[src/rtl/amm_arb_pkg.sv]
// Shared types and helpers for the Avalon-MM requester arbiter.
// ID_W is sized for the largest supported requester count so every configuration shares one width.
package amm_arb_pkg;

    localparam int MAX_MASTERS = 8;
    localparam int ID_W        = $clog2(MAX_MASTERS);

    typedef enum logic [0:0] {
        ARB_IDLE = 1'b0,
        ARB_BUSY = 1'b1
    } arb_state_t;

    // Round-robin pick: first set request after 'last', wrapping modulo n.
    function automatic logic [ID_W-1:0] rr_pick(
        input logic [MAX_MASTERS-1:0] req,
        input logic [ID_W-1:0]        last,
        input int                     n
    );
        logic [ID_W-1:0] pick;
        logic [ID_W-1:0] idx_s;
        logic            found;
        int              idx;
        pick  = last;
        found = 1'b0;
        for (int k = 1; k <= MAX_MASTERS; k++) begin
            idx   = (int'(last) + k) % n;
            idx_s = idx[ID_W-1:0];
            if (!found && (k <= n) && req[idx_s]) begin
                pick  = idx_s;
                found = 1'b1;
            end
        end
        return pick;
    endfunction

endpackage

[src/rtl/amm_arb_id_fifo.sv]
// In-order FIFO of requester IDs for outstanding reads; head names the owner of the next response.
module amm_arb_id_fifo
    import amm_arb_pkg::*;
#(
    parameter int DEPTH = 4,
    parameter int WIDTH = ID_W
) (
    input  logic                     clk,
    input  logic                     rst_n,
    input  logic                     push,
    input  logic [WIDTH-1:0]         din,
    input  logic                     pop,
    output logic [WIDTH-1:0]         head,
    output logic                     full,
    output logic                     empty,
    output logic [$clog2(DEPTH):0]   count
);

    localparam int PW = $clog2(DEPTH);

    logic [PW-1:0]    wr_ptr_q, wr_ptr_d;
    logic [PW-1:0]    rd_ptr_q, rd_ptr_d;
    logic [PW:0]      count_q, count_d;
    logic [WIDTH-1:0] mem_q [DEPTH];
    logic             push_ok_s;
    logic             pop_ok_s;

    assign full  = (count_q == (PW+1)'(DEPTH));
    assign empty = (count_q == '0);
    assign head  = mem_q[rd_ptr_q];
    assign count = count_q;

    // Pointer and occupancy update; depth is a power of two so pointers wrap naturally.
    always_comb begin
        push_ok_s = push & ~full;
        pop_ok_s  = pop & ~empty;
        wr_ptr_d  = wr_ptr_q;
        rd_ptr_d  = rd_ptr_q;
        count_d   = count_q;
        if (push_ok_s) begin
            wr_ptr_d = wr_ptr_q + PW'(1);
        end else begin
            wr_ptr_d = wr_ptr_q;
        end
        if (pop_ok_s) begin
            rd_ptr_d = rd_ptr_q + PW'(1);
        end else begin
            rd_ptr_d = rd_ptr_q;
        end
        case ({push_ok_s, pop_ok_s})
            2'b10:   count_d = count_q + (PW+1)'(1);
            2'b01:   count_d = count_q - (PW+1)'(1);
            default: count_d = count_q;
        endcase
    end

    // Pointer and count registers.
    always_ff @(posedge clk or negedge rst_n) begin
        if (!rst_n) begin
            wr_ptr_q <= '0;
            rd_ptr_q <= '0;
            count_q  <= '0;
        end else begin
            wr_ptr_q <= wr_ptr_d;
            rd_ptr_q <= rd_ptr_d;
            count_q  <= count_d;
        end
    end

    // Storage; contents are don't-care until pushed, so no reset.
    always_ff @(posedge clk) begin
        if (push_ok_s) begin
            mem_q[wr_ptr_q] <= din;
        end
    end

endmodule

[src/rtl/amm_arbiter.sv]
// Round-robin arbiter sharing one Avalon-MM master port between NUM_MASTERS requesters,
// with an ID FIFO routing each read response back to its issuer.
module amm_arbiter
    import amm_arb_pkg::*;
#(
    parameter int NUM_MASTERS    = 2,
    parameter int AMM_ADDR_WIDTH = 32,
    parameter int MAX_PENDING    = 4
) (
    input  logic                                  main_clk,
    input  logic                                  main_reset_n,
    input  logic [NUM_MASTERS*AMM_ADDR_WIDTH-1:0] s_address,
    input  logic [NUM_MASTERS*32-1:0]             s_writedata,
    input  logic [NUM_MASTERS-1:0]                s_write,
    input  logic [NUM_MASTERS-1:0]                s_read,
    output logic [NUM_MASTERS-1:0]                s_waitrequest,
    output logic [31:0]                           s_readdata,
    output logic [NUM_MASTERS-1:0]                s_readdatavalid,
    output logic [AMM_ADDR_WIDTH-1:0]             m_address,
    output logic [31:0]                           m_writedata,
    output logic                                  m_write,
    output logic                                  m_read,
    input  logic [31:0]                           m_readdata,
    input  logic                                  m_readdatavalid,
    input  logic                                  m_waitrequest,
    output logic [$clog2(MAX_PENDING):0]          pending_cnt,
    output logic                                  protocol_err
);

    arb_state_t          state_q, state_d;
    logic [ID_W-1:0]     grant_q, grant_d;
    logic [ID_W-1:0]     last_grant_q, last_grant_d;
    logic                err_q, err_d;

    logic [AMM_ADDR_WIDTH-1:0] addr_arr [MAX_MASTERS];
    logic [31:0]               data_arr [MAX_MASTERS];
    logic [MAX_MASTERS-1:0]    wr_pad;
    logic [MAX_MASTERS-1:0]    rd_pad;
    logic [MAX_MASTERS-1:0]    req_pad;

    logic                sel_wr_s;
    logic                sel_rd_s;
    logic                wait_sel_s;
    logic                err_set_s;
    logic                push_s;
    logic                pop_s;
    logic                fifo_full_s;
    logic                fifo_empty_s;
    logic [ID_W-1:0]     fifo_head_s;

    // Requester slices padded to MAX_MASTERS so the grant index never leaves the vector.
    for (genvar i = 0; i < MAX_MASTERS; i++) begin : g_pad
        if (i < NUM_MASTERS) begin : g_used
            assign addr_arr[i] = s_address[i*AMM_ADDR_WIDTH +: AMM_ADDR_WIDTH];
            assign data_arr[i] = s_writedata[i*32 +: 32];
            assign wr_pad[i]   = s_write[i];
            assign rd_pad[i]   = s_read[i];
        end else begin : g_unused
            assign addr_arr[i] = '0;
            assign data_arr[i] = '0;
            assign wr_pad[i]   = 1'b0;
            assign rd_pad[i]   = 1'b0;
        end
    end

    assign req_pad    = wr_pad | rd_pad;
    assign s_readdata = m_readdata;

    // Arbitration FSM and command mux; a write wins when both strobes are raised.
    always_comb begin
        state_d      = state_q;
        grant_d      = grant_q;
        last_grant_d = last_grant_q;
        sel_wr_s     = 1'b0;
        sel_rd_s     = 1'b0;
        wait_sel_s   = 1'b1;
        err_set_s    = 1'b0;
        push_s       = 1'b0;
        m_address    = '0;
        m_writedata  = 32'h0000_0000;
        m_write      = 1'b0;
        m_read       = 1'b0;
        case (state_q)
            ARB_IDLE: begin
                if (|req_pad) begin
                    grant_d = rr_pick(req_pad, last_grant_q, NUM_MASTERS);
                    state_d = ARB_BUSY;
                end else begin
                    state_d = ARB_IDLE;
                end
            end
            ARB_BUSY: begin
                sel_wr_s    = wr_pad[grant_q];
                sel_rd_s    = rd_pad[grant_q] & ~sel_wr_s;
                m_address   = addr_arr[grant_q];
                m_writedata = data_arr[grant_q];
                m_write     = sel_wr_s;
                m_read      = sel_rd_s & ~fifo_full_s;
                wait_sel_s  = m_waitrequest | (sel_rd_s & fifo_full_s);
                if (wr_pad[grant_q] & rd_pad[grant_q]) begin
                    err_set_s = 1'b1;
                end else begin
                    err_set_s = 1'b0;
                end
                if ((m_read | m_write) & ~m_waitrequest) begin
                    push_s       = m_read;
                    last_grant_d = grant_q;
                    state_d      = ARB_IDLE;
                end else if (!req_pad[grant_q]) begin
                    // Requester withdrew its command while stalled.
                    err_set_s    = 1'b1;
                    last_grant_d = grant_q;
                    state_d      = ARB_IDLE;
                end else begin
                    state_d = ARB_BUSY;
                end
            end
            default: begin
                state_d = ARB_IDLE;
            end
        endcase
    end

    // Per-requester stall and response qualifiers, plus the sticky error update.
    always_comb begin
        s_waitrequest   = '1;
        s_readdatavalid = '0;
        pop_s           = m_readdatavalid & ~fifo_empty_s;
        err_d           = err_q | err_set_s | (m_readdatavalid & fifo_empty_s);
        for (int i = 0; i < NUM_MASTERS; i++) begin
            if ((state_q == ARB_BUSY) && (grant_q == ID_W'(i))) begin
                s_waitrequest[i] = wait_sel_s;
            end else begin
                s_waitrequest[i] = 1'b1;
            end
            s_readdatavalid[i] = pop_s & (fifo_head_s == ID_W'(i));
        end
    end

    // FSM, grant and error registers.
    always_ff @(posedge main_clk or negedge main_reset_n) begin
        if (!main_reset_n) begin
            state_q      <= ARB_IDLE;
            grant_q      <= '0;
            last_grant_q <= ID_W'(NUM_MASTERS - 1);
            err_q        <= 1'b0;
        end else begin
            state_q      <= state_d;
            grant_q      <= grant_d;
            last_grant_q <= last_grant_d;
            err_q        <= err_d;
        end
    end

    assign protocol_err = err_q;

    amm_arb_id_fifo #(
        .DEPTH (MAX_PENDING),
        .WIDTH (ID_W)
    ) u_id_fifo (
        .clk   (main_clk),
        .rst_n (main_reset_n),
        .push  (push_s),
        .din   (grant_q),
        .pop   (pop_s),
        .head  (fifo_head_s),
        .full  (fifo_full_s),
        .empty (fifo_empty_s),
        .count (pending_cnt)
    );

endmodule

[config.mk]
export PLATFORM = sky130hd
export DESIGN_NAME = amm_arbiter
export DESIGN_NICKNAME = d
export VERILOG_FILES = /design/src/rtl/amm_arb_pkg.sv /design/src/rtl/amm_arb_id_fifo.sv /design/src/rtl/amm_arbiter.sv
export SDC_FILE = /design/constraint.sdc
export NUM_CORES = 1
export LEC_CHECK = 0
export BUFFER_PORTS_ARGS = -buffer_cell sky130_fd_sc_hd__buf_4
export CAP_MARGIN = 20
export CORE_AREA = 8 8 100 102
export CTS_CLUSTER_DIAMETER = 40
export DETAILED_ROUTE_END_ITERATION = 16
export DIE_AREA = 0 0 108 110
export PLACE_DENSITY = 0.77
export SLEW_MARGIN = 20
export SYNTH_ARGS = -nofsm -noshare
export SYNTH_HDL_FRONTEND = slang
export SYNTH_HIERARCHICAL = 1
export SYNTH_SLANG_ARGS = --single-unit
export TNS_END_PERCENT = 10
[constraint.sdc]
create_clock -name main_clk -period 2.6 [get_ports main_clk]
set_clock_uncertainty 0.1 [all_clocks]
set_input_delay 0.13 -clock main_clk [delete_from_list [all_inputs] [get_ports main_clk]]
set_output_delay 0.13 -clock main_clk [all_outputs]
set_load 0.02 [all_outputs]
==> impl_metrics.ini <==
[synth]
yosysMostFrequentCell = nor2_1
synth_edf_count = 12
ys_seq_area_share_pct = 27.57
synth_area_um2 = 2491
synth-warning-count = 6
synth_seq_cells = 25
ys_types = 37
synth_top_area_share_pct = 26.52
syn_area_per_cell_um2 = 8.993
yosysTopAreaCell = mux2i_1
netlist_top_cells_area = mux2i_1, edfxtp_1, dfrtp_1, nor2_1, buf_4
synth_common_cells = nor2_1, mux2i_1, buf_4
synth_ff_type = edfxtp_1
syn_nets = 451
syn_inst = 277
synthArstFlopShare_pct = 52.00

[cts]
cts_root_buf = clkbuf_8
cts_tree = done
clk-insertion-delay-late_ps = 270
h-tree-depth = 1
cts.sinks = 25
numCtsBuffers = 3
clkTransAtPathRegs_ps = 90
clock_tree.buffer_depth = 2

[cells_and_area]
area_growth_syn_to_layout_pct = 61.58
fill_cells = 823
multi_input_area_um2 = 1459
nets = 626
drive_gt1_share_pct = 53.22
diodes = 0
fin_area_um2 = 4025
seqCellArea_um2 = 690.7

[die]
io_pins = 274
core_area_um2 = 8466
initial_core_util_pct = 29.43
dieArea_um2 = 11880
die_h_um = 110
fp.dieW_um = 108
row_count = 34

[detailed_routing]
firstDrtPassIters = 6
ant_nets = 0
avgViaCountPerCell = 4.605
drc = 0
drt-total-wl_um = 11670
routedWlPerCell_um = 20.88
vias = 2574
drt_iter0_drc = 127

[sta]
report.final.slew_viol_count = 0
slew_headroom_pct = 54.55
holdWs_ps = 79.71
finalCritPeriodShare_pct = 91.71
timing.fmax_mhz = 419.4
fin_tns_setup_ps = 0
final_hold_viol_count = 0
setup_viol = 0
post-route-min-period_ps = 2385
worstMarginPinSlew_ps = 681.7
rsz0062_at_grt = false

[power_and_ir_drop]
intPower_w = 0.001926
p_switching_w = 0.001872
seqPwrFrac_pct = 17.3
vdd_drop_max_v = 0.0004478
powerDensity_nw_per_um2 = 943.6
switching_share_pct = 49.28
clkPwrFrac_pct = 6.5
cellLeakagePower_nw = 2.109
p_comb_share_pct = 76.3

[worst_hold_path]
whs_path_depth = 3
hold_start = s_read[0]
hold_path_end = state_q$_DFF_PN0_
hold_path_class = primary input to flop

[critical_path]
cp.required_ps = 2660
cp_slowest_cell = dfrtp_4
cp_max_fo = 4
reg2reg_from = grant_q[0]$_DFFE_PN0P_
ff2ff_path_depth = 11
critPathLaunchType = flop
endpoint_kind = flop
regToRegSetupSlack_ps = 220
crit_start = grant_q[0]$_DFFE_PN0P_
r2r_end = u_id_fifo/count[2]$_DFFE_PN0P_
path_cells = nor3b_2 > a31oi_2 > nor4_2 > nor2b_4 > inv_1 > ha_1 > inv_1 > fa_1 > xor2_1 > nor2_1 > xor2_1
criticalPathCategory = flop to flop
cp_slowest_stage_delay_ps = 510
arrival_ps = 2440

[outcome]
status = finished clean

[placement]
gp_congestion = 0.8591
io_buffer_count = 209
postPlaceCellArea_um2 = 3905
hpwl_um = 10240

[grt]
grt_pass1_vias = 2750
grt_max_degree = 68
track_usage_pct = 17.71
grt_overflow = 0
antenna_found_initial = 0
grt_pass1_wl_um = 16030

[run]
maxCapViolations = 0
==> flip-flops by register name, indices dropped and copies added, names as in the netlist <==
name	flops
state_q	1
u_id_fifo/count	3
u_id_fifo/wr_ptr_q	2
u_id_fifo/mem_q	12
u_id_fifo/rd_ptr_q	2
last_grant_q	1
protocol_err	1
grant_q	3
==> worst max-delay path, delay by kind of cell (launching register included) <==
kind	cells	cell delay, ps
AND/OR/NAND/NOR	4	760
flip-flops	1	510
adder cells (fa/ha/maj)	2	380
XOR/XNOR	2	290
buffers and inverters	2	130
AO/OA/AOI/OAI	1	90
==> cells by family (layout without fill, tap and decap cells) <==
logic type                 Yosys count  after routing  synth area share [%]
buffers and inverters               60            234                 14.77
and+or+nand+nor                     93             93                 16.73
DFF                                 25             25                 27.57
muxes                               71             71                 30.44
AOI/OAI and AO/OA                   14             14                 4.370
xor gates and xnor gates             8              8                 2.812
adders and majority gates            6              6                 3.315
==> power groups by stage <==
stage | Combinational [W] | Clock (W) | Sequential (W)
CTS | 0.00291 | 0.000252 | 0.000655
global route | 0.00312 | 0.000278 | 0.000672
global placement | 0.00285 | 0 | 0.000647
finish | 0.00290 | 0.000245 | 0.000656
floorplan | 0.00189 | 0 | 0.000635
detailed placement | 0.00290 | 0 | 0.000661
==> how the worst max path moves through the flow <==
stage | depth (start not counted) | endpoint | slack, ps
floorplan | 12 | u_id_fifo/count[2]$_DFFE_PN0P_ | 150
global placement | 11 | u_id_fifo/count[2]$_DFFE_PN0P_ | 250
detailed placement | 11 | u_id_fifo/count[2]$_DFFE_PN0P_ | 190
CTS | 11 | u_id_fifo/count[2]$_DFFE_PN0P_ | 140
global route | 11 | u_id_fifo/count[2]$_DFFE_PN0P_ | 20
finish | 11 | u_id_fifo/count[2]$_DFFE_PN0P_ | 220
==> timing repair <==
item,in CTS,in global routing
gates resized for setup,0,4
setup endpoints to repair,0,2
hold buffers,2,0
endpoints found under the hold margin,14,0
setup buffers,0,4
==> layer usage <==
layer / share of wire [%] / up-vias / global-route usage [%]
met1: 35 / 1192 / 19.52
li1: - / 1255 / -
met4: 0.31 / 0 / 2.180
met2: 54 / 123 / 31.39
met3: 11 / 4 / 8.023
met5: 0 / - / 0
==> area by class of cell <==
type | instances | share of cell area (%)
clock buffers | 3 | 1.026
clock inverters | 1 | 0.2176
inverters | 11 | 1.026
multi-input cells | 192 | 36.24
flip-flops and latches | 25 | 17.16
well taps | 108 | 3.357
repair buffers | 219 | 40.97
==> through the flow <==
| step | setup WS (ps) | power (W) | instances | utilization, % |
|---|---|---|---|---|
| 3_3_place_gp | 248.5 | 0.003502 | 549 | 46.13 |
| 3_5_place_dp | 194.4 | 0.003564 | 549 | 46.13 |
| 4_1_cts | 138.0 | 0.003820 | 555 | 46.96 |
| 6_report | 215.5 | 0.003798 | 559 | 47.55 |
| 2_1_floorplan | 153.2 | 0.002528 | 277 | - |
| 5_1_grt | 23.36 | 0.004065 | 559 | 47.55 |
==> placed cells by master (no fill, tap or decap), drive strengths merged, types with 4 or more instances in the layout <==
master	Yosys	layout
buf	45	217
and2	4	4
xnor2	4	4
mux2i	66	66
edfxtp	12	12
o211ai	4	4
xor2	4	4
inv	11	12
ha	5	5
dfrtp	12	12
nor2	72	72
nand2	4	4
Note: power is estimated with default switching activity, not from simulation.
